**src/rtl/d_branch_ctrl.sv**
```systemverilog
// d_branch_ctrl: D-stage branch sequencer.
// Stalls F/D until the branch operands are final. It then issues one
// taken/not-taken decision per branch to NPC, and keeps presenting that
// decision while a downstream stall holds the D stage frozen.
// Build option: define BRANCH_STAT_EN to get live stat_br/stat_taken/stat_stall
// counters. Without it those ports read 0 and no counter flops exist.
module d_branch_ctrl #(
  parameter int WAIT_W   = 4,
  parameter int MAX_WAIT = 3
) (
  input  logic        clk,
  input  logic        reset,
  input  logic [1:0]  D_br_type,
  input  logic        D_opnd_ready,
  input  logic        D_hold,
  input  logic        Beq_judge,
  input  logic        Bne_judge,
  output logic        D_br_stall,
  output logic        br_valid,
  output logic        br_taken,
  output logic        br_hang,
  output logic [31:0] stat_br,
  output logic [31:0] stat_taken,
  output logic [31:0] stat_stall
);

  localparam logic [1:0] StIdle = 2'd0;
  localparam logic [1:0] StWait = 2'd1;
  localparam logic [1:0] StDone = 2'd2;

  localparam logic [WAIT_W-1:0] WaitCntMax  = '1;
  localparam logic [WAIT_W-1:0] WaitCntOne  = WAIT_W'(1);
  localparam logic [WAIT_W-1:0] MaxWaitCnt  = WAIT_W'(MAX_WAIT);

  logic [1:0]        state_q, state_d;
  logic [WAIT_W-1:0] wait_cnt_q, wait_cnt_d;
  logic              hang_q, hang_d;
  logic              taken_q, taken_d;

  logic isBeq;
  logic isBne;
  logic isBr;
  logic cond;

  logic stallRaw;
  logic validRaw;
  logic takenRaw;
  logic resolve;

  // Decode the branch kind; the reserved encoding behaves as "no branch"
  always_comb begin
    isBeq = (D_br_type == 2'b01);
    isBne = (D_br_type == 2'b10);
    isBr  = isBeq | isBne;
    cond  = isBeq ? Beq_judge : Bne_judge;
  end

  // Sequencer: next state, wait counter, latched decision and raw outputs
  always_comb begin
    state_d    = state_q;
    wait_cnt_d = wait_cnt_q;
    taken_d    = taken_q;
    stallRaw   = 1'b0;
    validRaw   = 1'b0;
    takenRaw   = 1'b0;
    resolve    = 1'b0;

    case (state_q)
      StIdle: begin
        if (isBr) begin
          if (D_opnd_ready) begin
            validRaw = 1'b1;
            takenRaw = cond;
            resolve  = 1'b1;
            taken_d  = cond;
            if (D_hold) begin
              state_d = StDone;
            end
          end else begin
            stallRaw   = 1'b1;
            state_d    = StWait;
            wait_cnt_d = WaitCntOne;
          end
        end
      end

      StWait: begin
        if (!isBr) begin
          // Branch flushed or turned invalid while waiting: drop it silently
          state_d    = StIdle;
          wait_cnt_d = '0;
        end else if (D_opnd_ready) begin
          validRaw   = 1'b1;
          takenRaw   = cond;
          resolve    = 1'b1;
          taken_d    = cond;
          wait_cnt_d = '0;
          state_d    = D_hold ? StDone : StIdle;
        end else begin
          // A downstream hold does not pause the count; stall stays asserted
          stallRaw = 1'b1;
          if (wait_cnt_q != WaitCntMax) begin
            wait_cnt_d = wait_cnt_q + WaitCntOne;
          end
        end
      end

      StDone: begin
        // Present the latched decision; live comparator inputs are ignored here
        validRaw = 1'b1;
        takenRaw = taken_q;
        if (!D_hold) begin
          state_d = StIdle;
        end
      end

      default: begin
        state_d    = StIdle;
        wait_cnt_d = '0;
      end
    endcase

    hang_d = hang_q | (wait_cnt_d > MaxWaitCnt);
  end

  // State registers with synchronous reset; the hang flag is sticky until reset
  always_ff @(posedge clk) begin
    if (reset) begin
      state_q    <= StIdle;
      wait_cnt_q <= '0;
      hang_q     <= 1'b0;
      taken_q    <= 1'b0;
    end else begin
      state_q    <= state_d;
      wait_cnt_q <= wait_cnt_d;
      hang_q     <= hang_d;
      taken_q    <= taken_d;
    end
  end

  // Outputs read 0 in any cycle where reset is asserted
  always_comb begin
    D_br_stall = stallRaw & ~reset;
    br_valid   = validRaw & ~reset;
    br_taken   = takenRaw & validRaw & ~reset;
    br_hang    = hang_q & ~reset;
  end

`ifdef BRANCH_STAT_EN
  logic [31:0] stat_br_q;
  logic [31:0] stat_taken_q;
  logic [31:0] stat_stall_q;

  // Event counters: one resolve per branch (never in DONE), and one count per stall cycle
  always_ff @(posedge clk) begin
    if (reset) begin
      stat_br_q    <= 32'd0;
      stat_taken_q <= 32'd0;
      stat_stall_q <= 32'd0;
    end else begin
      if (resolve) begin
        stat_br_q <= stat_br_q + 32'd1;
      end
      if (resolve && takenRaw) begin
        stat_taken_q <= stat_taken_q + 32'd1;
      end
      if (stallRaw) begin
        stat_stall_q <= stat_stall_q + 32'd1;
      end
    end
  end

  // Counter outputs are masked during reset like every other output
  always_comb begin
    stat_br    = reset ? 32'd0 : stat_br_q;
    stat_taken = reset ? 32'd0 : stat_taken_q;
    stat_stall = reset ? 32'd0 : stat_stall_q;
  end
`else
  // Statistics disabled: ports are constant zero
  always_comb begin
    stat_br    = 32'd0;
    stat_taken = 32'd0;
    stat_stall = 32'd0;
  end
`endif

endmodule
```
**config.mk**
```make
export PLATFORM = sky130hd
export DESIGN_NAME = d_branch_ctrl
export DESIGN_NICKNAME = d
export VERILOG_FILES = /design/src/rtl/d_branch_ctrl.sv
export SDC_FILE = /design/constraint.sdc
export NUM_CORES = 1
export LEC_CHECK = 0
export CELL_PAD_IN_SITES_DETAIL_PLACEMENT = 1
export CELL_PAD_IN_SITES_GLOBAL_PLACEMENT = 1
export CORE_ASPECT_RATIO = 1.2
export CORE_MARGIN = 1
export CORE_UTILIZATION = 22
export DETAILED_ROUTE_END_ITERATION = 16
export PLACE_DENSITY = 0.88
export SLEW_MARGIN = 20
export SYNTH_ARGS = -nofsm -noshare
export SYNTH_HDL_FRONTEND = slang
export SYNTH_SLANG_ARGS = --single-unit
```
**constraint.sdc**
```tcl
create_clock -name clk -period 3.5 [get_ports clk]
set_input_delay 0.525 -clock clk [delete_from_list [all_inputs] [get_ports clk]]
set_output_delay 0.525 -clock clk [all_outputs]
set_load 0.01 [all_outputs]
```
* After elaboration in Yosys (flattened, before gate mapping)
Cells that the tools add are included.
Storage, ports and cells: register bits after elaboration 8, bits in latches 0, memory bits (writable) 0, ROM bits 0, output and inout bits 100, logic and storage cells 51, memories 0
Cells by class: $add $sub $neg 1, multipliers 0, divide/modulo/power cells 0, $lt $le $gt $ge 1, equal/unequal tests 9, shifts and indexed selects 0, muxes and demuxes 24, bitwise gates (word level) 8, reduce and logical (&&, ||, !) cells 4
Operator list (count):
- 4-bit two-way mux | 5
- 2-bit two-way mux | 7
- 4-bit case mux with 3 select lines | 1
- 1-bit two-way mux | 8
- 3-bit != test, second input constant | 2
- 2-bit case mux with 3 select lines | 1
- 1-bit AND | 5
- 4-bit by 1-bit adder with 4-bit output, second input constant | 1
- 2-bit by 1-bit equality test with 1-bit output, second input constant | 2
- 2-bit equality test, second input constant | 2
- 4-bit by 2-bit greater-than comparator with 1-bit output, second input constant | 1
- 2-bit != test, second input constant | 2
- 4-bit != test, second input constant | 1
- 1-bit case mux with 2 select lines | 2
- 4-bit AND reduction | 1
- 3-bit AND reduction | 1
- 2-bit zero test | 1
- 1-bit bitwise OR | 2
- 2-bit OR reduction | 1
- 1-bit inverter | 1

* Depth between registers and ports, before layout
Gate-level depths: netlist (run 1).
depth in word-level cells 7, depth in mapped cells 6, mapped depth without buffers 6

* Least setup slack after synthesis (run 1)
OpenSTA, ideal clock, no wires.
kind input -> output, from in D_br_type[1], to out D_br_stall, data arrival time 1.405 ns, setup slack 1.570 ns, stages on the path 3, path buffers 0, cells stage by stage inv_1 > ha_1 > nor4_1
On the way: longest elaborated chain between the ends 5, elaborated cells between the ends (all ways) 6, those cells by class eq/ne: 2; mux: 2; bitwise: 2
RTL lines:
- from (decl) | line 13 | input logic [1:0] D_br_type,
- 2-bit by 1-bit equality test with 1-bit output or 2-bit equality test (tied branches) | line 52, 53
- 1-bit bitwise OR * | line 54 | isBr = isBeq | isBne;
- 1-bit two-way mux * | line 88 | if (!isBr) begin
- 1-bit two-way mux *
- 1-bit AND * | line 143 | D_br_stall = stallRaw & ~reset;
- to (decl) | line 18 | output logic D_br_stall,
Every way passes the cells marked *; elsewhere a longest branch is shown, timed or not.

* Worst setup path in the final report (run 1)
from in D_br_type[1], to out br_valid
On the way: longest elaborated chain between the ends 5, elaborated cells between the ends (all ways) 6, those cells by class eq/ne: 2; mux: 2; bitwise: 2
RTL lines:
- 2-bit by 1-bit equality test with 1-bit output or 2-bit equality test (tied branches) | line 52, 53
- 1-bit bitwise OR * | line 54
- 1-bit two-way mux * | line 70 | if (isBr) begin
- 1-bit case mux with 2 select lines * | line 68 | case (state_q)
- 1-bit AND * | line 144 | br_valid = validRaw & ~reset;
- to (decl) | line 19 | output logic br_valid,
Marked as above.

==> results.toml, run 1 <==
[synth]
netlist_instances = 153
synth_simple_gate_area_share = 0.131
netlist.area_leader.share = 0.606
yosys.area_share.adder = 0.0210
synth_area_leaders = "buf_4 (61%), dfxtp_1 (13%), a21oi_1 (2.5%)"
synthXorXnorAreaFrac = 0.00736
syn_avg_cell_area_um2 = 7.78
ys_types = 28
ys_ff_latch = 8
ys_seq_area_frac = 0.135
synth-compound-area-share = 0.0589
synth_top_family_by_area = "buffers and inverters"
syn_area_um2 = 1190
synthMuxAreaShare = 0.0273
yosysTopAreaCell = "buf_4"
ys.warnings.count = 0

[die]
dieArea_um2 = 5710
start_util = 0.234
rows = 28
chipWidth_um = 69.1
die_h_um = 82.6
coreArea_um2 = 5080
num_io_pins = 108

[power]
switching_share = 0.354
p_clk_frac = 0.370
powerDensity_nw_per_um2 = 279
comb_power_share = 0.286
net-switching-power_uw = 104
ir_drop_uv = 183
leakage_nw = 0.546
p_int_uw = 189
pwr-share-seq = 0.344

[routing]
wl_per_cell_um = 7.64
ant_nets = 0
routed_wl_um = 1720
drt_iter0_drc = 17
drc = 0
vias = 726
dr.pass1.iters = 4
drt-vias-per-instance = 3.23

[clocking]
cts_root_buf = "clkbuf_8"
clockBufferDepth = 2
cts_buffers = 3
cts_num_sinks = 8
cts_setup_buffers = 0
clock_latency_ps = 230
path_clk_slew_ps = 40
cts-htree-levels = 1
cts_tree = "built"
cts_resized = 0
hold_buffers = 0

[sta]
fin_crit_sh = 0.836
fmaxAchievable_ghz = 0.342
hold_viol = 0
rsz0062_at_grt = "no"
setup-violations-final = 0
final.setup_skew_ps = 1.36
tns_ps = 0
min_period_ps = 2920
slew_viol_final = 0

[worst_setup_path]
timing.rr.start = "wait_cnt_q[0]"
r2r_cells = 5
crit_type = "primary input to output pin"
r2r_slack_ps = 2080
end_kind = "output pin"
cp_data_arrival_time_ps = 2400
path_max_fanout = 4
crit_path_start_kind = "primary input"
cp.required_ps = 2970
timing.rr.end = "wait_cnt_q[0]"

[global_routing]
first_global_vias = 563
grt.overflow.total = 0
grtUsageTotal = 0.0511
grt_pass1_wl_um = 2350
grt_start_max_net_pins = 12
antenna_found_initial = 0

[layout]
finish.utilization = 0.207
areaGrowthSynthToFinish_pct = -11.7
finalNetCount = 177
diodes = 0
nFillCells = 662
layout-drive-gt1-share = 0.0424

[placement]
gp_congestion = 0.713
post-dp-hpwl_um = 1470
port-buffer-count = 11

[worst_hold_path]
hold-path-endpoint = "taken_q"
whs_path_depth = 2
holdCritStartpoint = "taken_q"
hold_class = "flop to flop"

[job]
cap_violations = 0

[status]
status = "finished clean"
[placed cells by master, fill, tap and decap left out]
master	n
a211oi_1	1
a21oi_1	6
a2bb2oi_1	1
a31oi_1	1
and2_1	2
buf_4	1
clkbuf_8	3
clkdlybuf4s50_1	11
conb_1	96
dfxtp_1	8
ha_1	2
inv_1	1
mux2_2	2
mux2i_1	1
nand2_1	4
nand2b_1	1
nand3_1	3
nand3b_1	1
nor2_1	7
nor2b_1	2
nor3_1	1
nor3_4	1
nor3b_1	1
nor4_1	2
o211ai_1	1
o21ai_0	2
or4b_1	2
xor2_1	1
[metrics by stage]
stage | hold slack [ps] | power (mW) | instance area (um^2) | std cells | worst slack [ps]
detailed placement | 465 | 0.183 | 1010 | 222 | 579
global placement | 444 | 0.181 | 1010 | 222 | 588
finish | 467 | 0.293 | 1050 | 225 | 575
CTS | 470 | 0.295 | 1050 | 225 | 572
global route | 484 | 0.311 | 1050 | 225 | 438
floorplan | 436 | 0.244 | 1550 | 248 | 1570
[power groups by stage]
stage | sequential (mW) | clock [mW] | combinational (mW)
finish | 0.101 | 0.108 | 0.0840
detailed placement | 0.102 | 0 | 0.0809
global route | 0.101 | 0.117 | 0.0933
global placement | 0.102 | 0 | 0.0796
floorplan | 0.0995 | 0 | 0.145
CTS | 0.101 | 0.112 | 0.0816
[cell usage after synthesis]
cell / number
a31oi_1: 1
buf_4: 96
or4b_1: 2
nor3_4: 1
nor2_1: 7
nor3b_1: 1
o211ai_1: 1
a211oi_1: 1
conb_1: 1
inv_1: 1
nand2_1: 4
mux2_2: 2
xor2_1: 1
nand3_1: 3
clkbuf_1: 1
dfxtp_1: 8
nor2b_1: 2
o21ai_0: 2
nand2b_1: 1
nor3_1: 1
and2_1: 2
a2bb2oi_1: 1
a21oi_1: 6
buf_2: 1
nor4_1: 2
ha_1: 2
nand3b_1: 1
mux2i_1: 1
[worst max path at each step]
stage                 startpoint          to  depth (start not counted)
floorplan           D_br_type[1]  D_br_stall                          3
global placement    D_br_type[1]    br_valid                          7
detailed placement  D_br_type[1]    br_valid                          7
CTS                 D_br_type[1]    br_taken                          7
global route        D_br_type[1]    br_taken                          7
finish              D_br_type[1]    br_valid                          7
[layout make-up]
class | instances | area (um^2) | share of cell area
repair buffers | 12 | 118 | 0.112
inverters | 1 | 3.75 | 0.00357
multi-input cells | 141 | 653 | 0.621
flip-flops and latches | 8 | 160 | 0.152
well taps | 60 | 75.1 | 0.0714
clock buffers | 3 | 41.3 | 0.0393
[cells by family after synthesis]
logic type	after synthesis
XOR/XNOR	1
flip-flops	8
buffers and inverters	99
AND/OR/NAND/NOR	27
AO/OA/AOI/OAI	12
adder cells (fa/ha/maj)	2
other	1
multiplexers	3
[worst max-delay path, stage by stage]
cell	delay [ps]
clkdlybuf4s50_1	450
inv_1	40
ha_1	340
nor2_1	160
nand2_1	90
a21oi_1	210
clkdlybuf4s50_1	580
[metal layers]
layer / wire length [um] / GRT usage / vias to the layer above
met5: 0 / 0 / -
met4: 21 / 0.0327 / 0
met3: 204 / 0.00850 / 2
met2: 991 / 0.116 / 69
met1: 502 / 0.0389 / 328
li1: - / - / 327
[sequential cells by signal, summed over array words and instances (netlist names)]
signal and count:
taken_q 1, state_q 2, hang_q 1, wait_cnt_q 4
No activity file was read; power rests on OpenSTA's default activity.
==> inputs of run 2 (changes only) <==
- CORE_UTILIZATION: 22 -> 18
- PLACE_DENSITY: 0.88 -> 0.77
- clock period: 3.5 -> 2.55 ns (I/O delays scaled with it)
==> run 2 against run 1 <==
  * Worst hold slack improved by 3.9 ps
  * Non-clock buffer count up 2
  * Cell area is 5.0% higher
  * Critical endpoint is now br_taken
==> results.toml, run 2 (synthesized netlist as in run 1, its figures left out) <==
[status]
status = "finished clean"

[power]
net-switching-power_uw = 153
pwr-share-seq = 0.332
ir_drop_uv = 132
p_total_uw = 416
comb_power_share = 0.282
powerDensity_nw_per_um2 = 377
leakage_nw = 0.582
switching_share = 0.369
p_int_uw = 262
p_clk_frac = 0.386

[die]
start_util = 0.186
chipWidth_um = 76.2
rows = 32
die_h_um = 91.1
num_io_pins = 108
dieArea_um2 = 6940
coreArea_um2 = 6410

[layout]
final_common_cell = "conb_1"
multi_input_area_um2 = 659
diodes = 0
areaGrowthSynthToFinish_pct = -7.26
nFillCells = 824
final_cell_mix = "conb_1 (96), dfxtp_1 (8), clkdlybuf4s50_1 (8)"
regArea_um2 = 160
top_regs = "wait_cnt_q x4, state_q x2"
finish.utilization = 0.172
finalNetCount = 179
layout-drive-gt1-share = 0.0599
largest_reg_flops = 4
regMostFlops = "wait_cnt_q"

[global_routing]
grt_pass1_wl_um = 2510
antenna_found_initial = 0
grtUsageTotal = 0.0490
grt_start_max_net_pins = 12
first_global_vias = 541
grt.overflow.total = 0

[sta]
final.setup_skew_ps = 3.88
timing.hold.ws_ps = 471
fin_crit_sh = 0.910
fmaxAchievable_ghz = 0.431
rsz0062_at_grt = "no"
tns_ps = 0
slew_viol_final = 0
fin_ws_ps = 230
min_period_ps = 2320
hold_viol = 0
setup-violations-final = 0

[worst_setup_path]
crit_type = "primary input to output pin"
path_max_fanout = 3
end_kind = "output pin"
worstPathCellList = "clkdlybuf4s50_1 > inv_1 > ha_1 > nor2_1 > nand3_1 > a21oi_1 > dlygate4sd2_1"
cp_slowest_cell = "clkdlybuf4s50_1"
cp.required_ps = 2170
crit_path_start_kind = "primary input"
cp_data_arrival_time_ps = 1940
cpPeakStageDelay_ps = 460

[routing]
vias = 723
routed_wl_um = 1750
ant_nets = 0
dr.pass1.iters = 4
wl_per_cell_um = 6.96
drc = 0
drt-vias-per-instance = 2.87
drt_iter0_drc = 27

[clocking]
clockBufferDepth = 2
cts_buffers = 3
cts_tree = "built"
cts_num_sinks = 8
cts_setup_buffers = 0
cts_resized = 3
path_clk_slew_ps = 40
clock_latency_ps = 240
cts_root_buf = "clkbuf_8"
hold_buffers = 0
cts-htree-levels = 1

[placement]
gp_congestion = 0.653
place_ws_ps = -73.4
post-dp-hpwl_um = 1450
port-buffer-count = 11

[job]
cap_violations = 0

[worst_hold_path]
hold_class = "flop to flop"
==> run 2: changes by cell type in the layout (fill, tap and decap cells not counted), sizes merged <==
cell / change
clkdlybuf4s50: -3
buf: +2
dlygate4sd2: +2
dlymetal6s2s: +1
==> run 2: final timing paths <==
kind,from,endpoint,slack [ps],cells after the start
hold / removal,taken_q,taken_q,470,2
setup reg to reg,wait_cnt_q[0],wait_cnt_q[0],1180,5
hold reg to reg,taken_q,taken_q,470,2
setup / recovery,D_br_type[1],br_taken,230,7
==> run 2: final cells by class <==
| class | count | share of cell area |
|---|---|---|
| clock buffers | 3 | 0.0374 |
| flip-flops and latches | 8 | 0.145 |
| inverters | 1 | 0.00340 |
| multi-input cells | 141 | 0.598 |
| well taps | 85 | 0.0964 |
| repair buffers | 14 | 0.120 |
==> run 2: metal layers <==
metal	GRT usage	up-vias	part of all wire
met5	0	-	0
met1	0.0513	326	0.36
met2	0.0758	65	0.48
li1	-	328	-
met3	0.0281	4	0.14
met4	0.0288	0	0.022
==> run 2: per-stage QoR <==
step           instance area, um^2  cells
2_1_floorplan                 1550    248
3_3_place_gp                  1060    249
3_5_place_dp                  1060    249
4_1_cts                       1100    252
5_1_grt                       1100    252
6_report                      1100    252
==> run 2: power by group through the flow <==
stage               combinational (mW)  sequential (mW)  clock (mW)
finish                           0.117            0.138       0.160
detailed placement               0.115            0.140           0
global placement                 0.113            0.139           0
global route                     0.130            0.139       0.171
CTS                              0.115            0.138       0.163
floorplan                        0.199            0.137           0
==> run 2: worst max-delay path, delay by kind of cell <==
family                   cells  cell delay, ps
AND/OR/NAND/NOR              2             260
adder cells (fa/ha/maj)      1             320
buffers and inverters        3             780
AO/OA/AOI/OAI                1             190
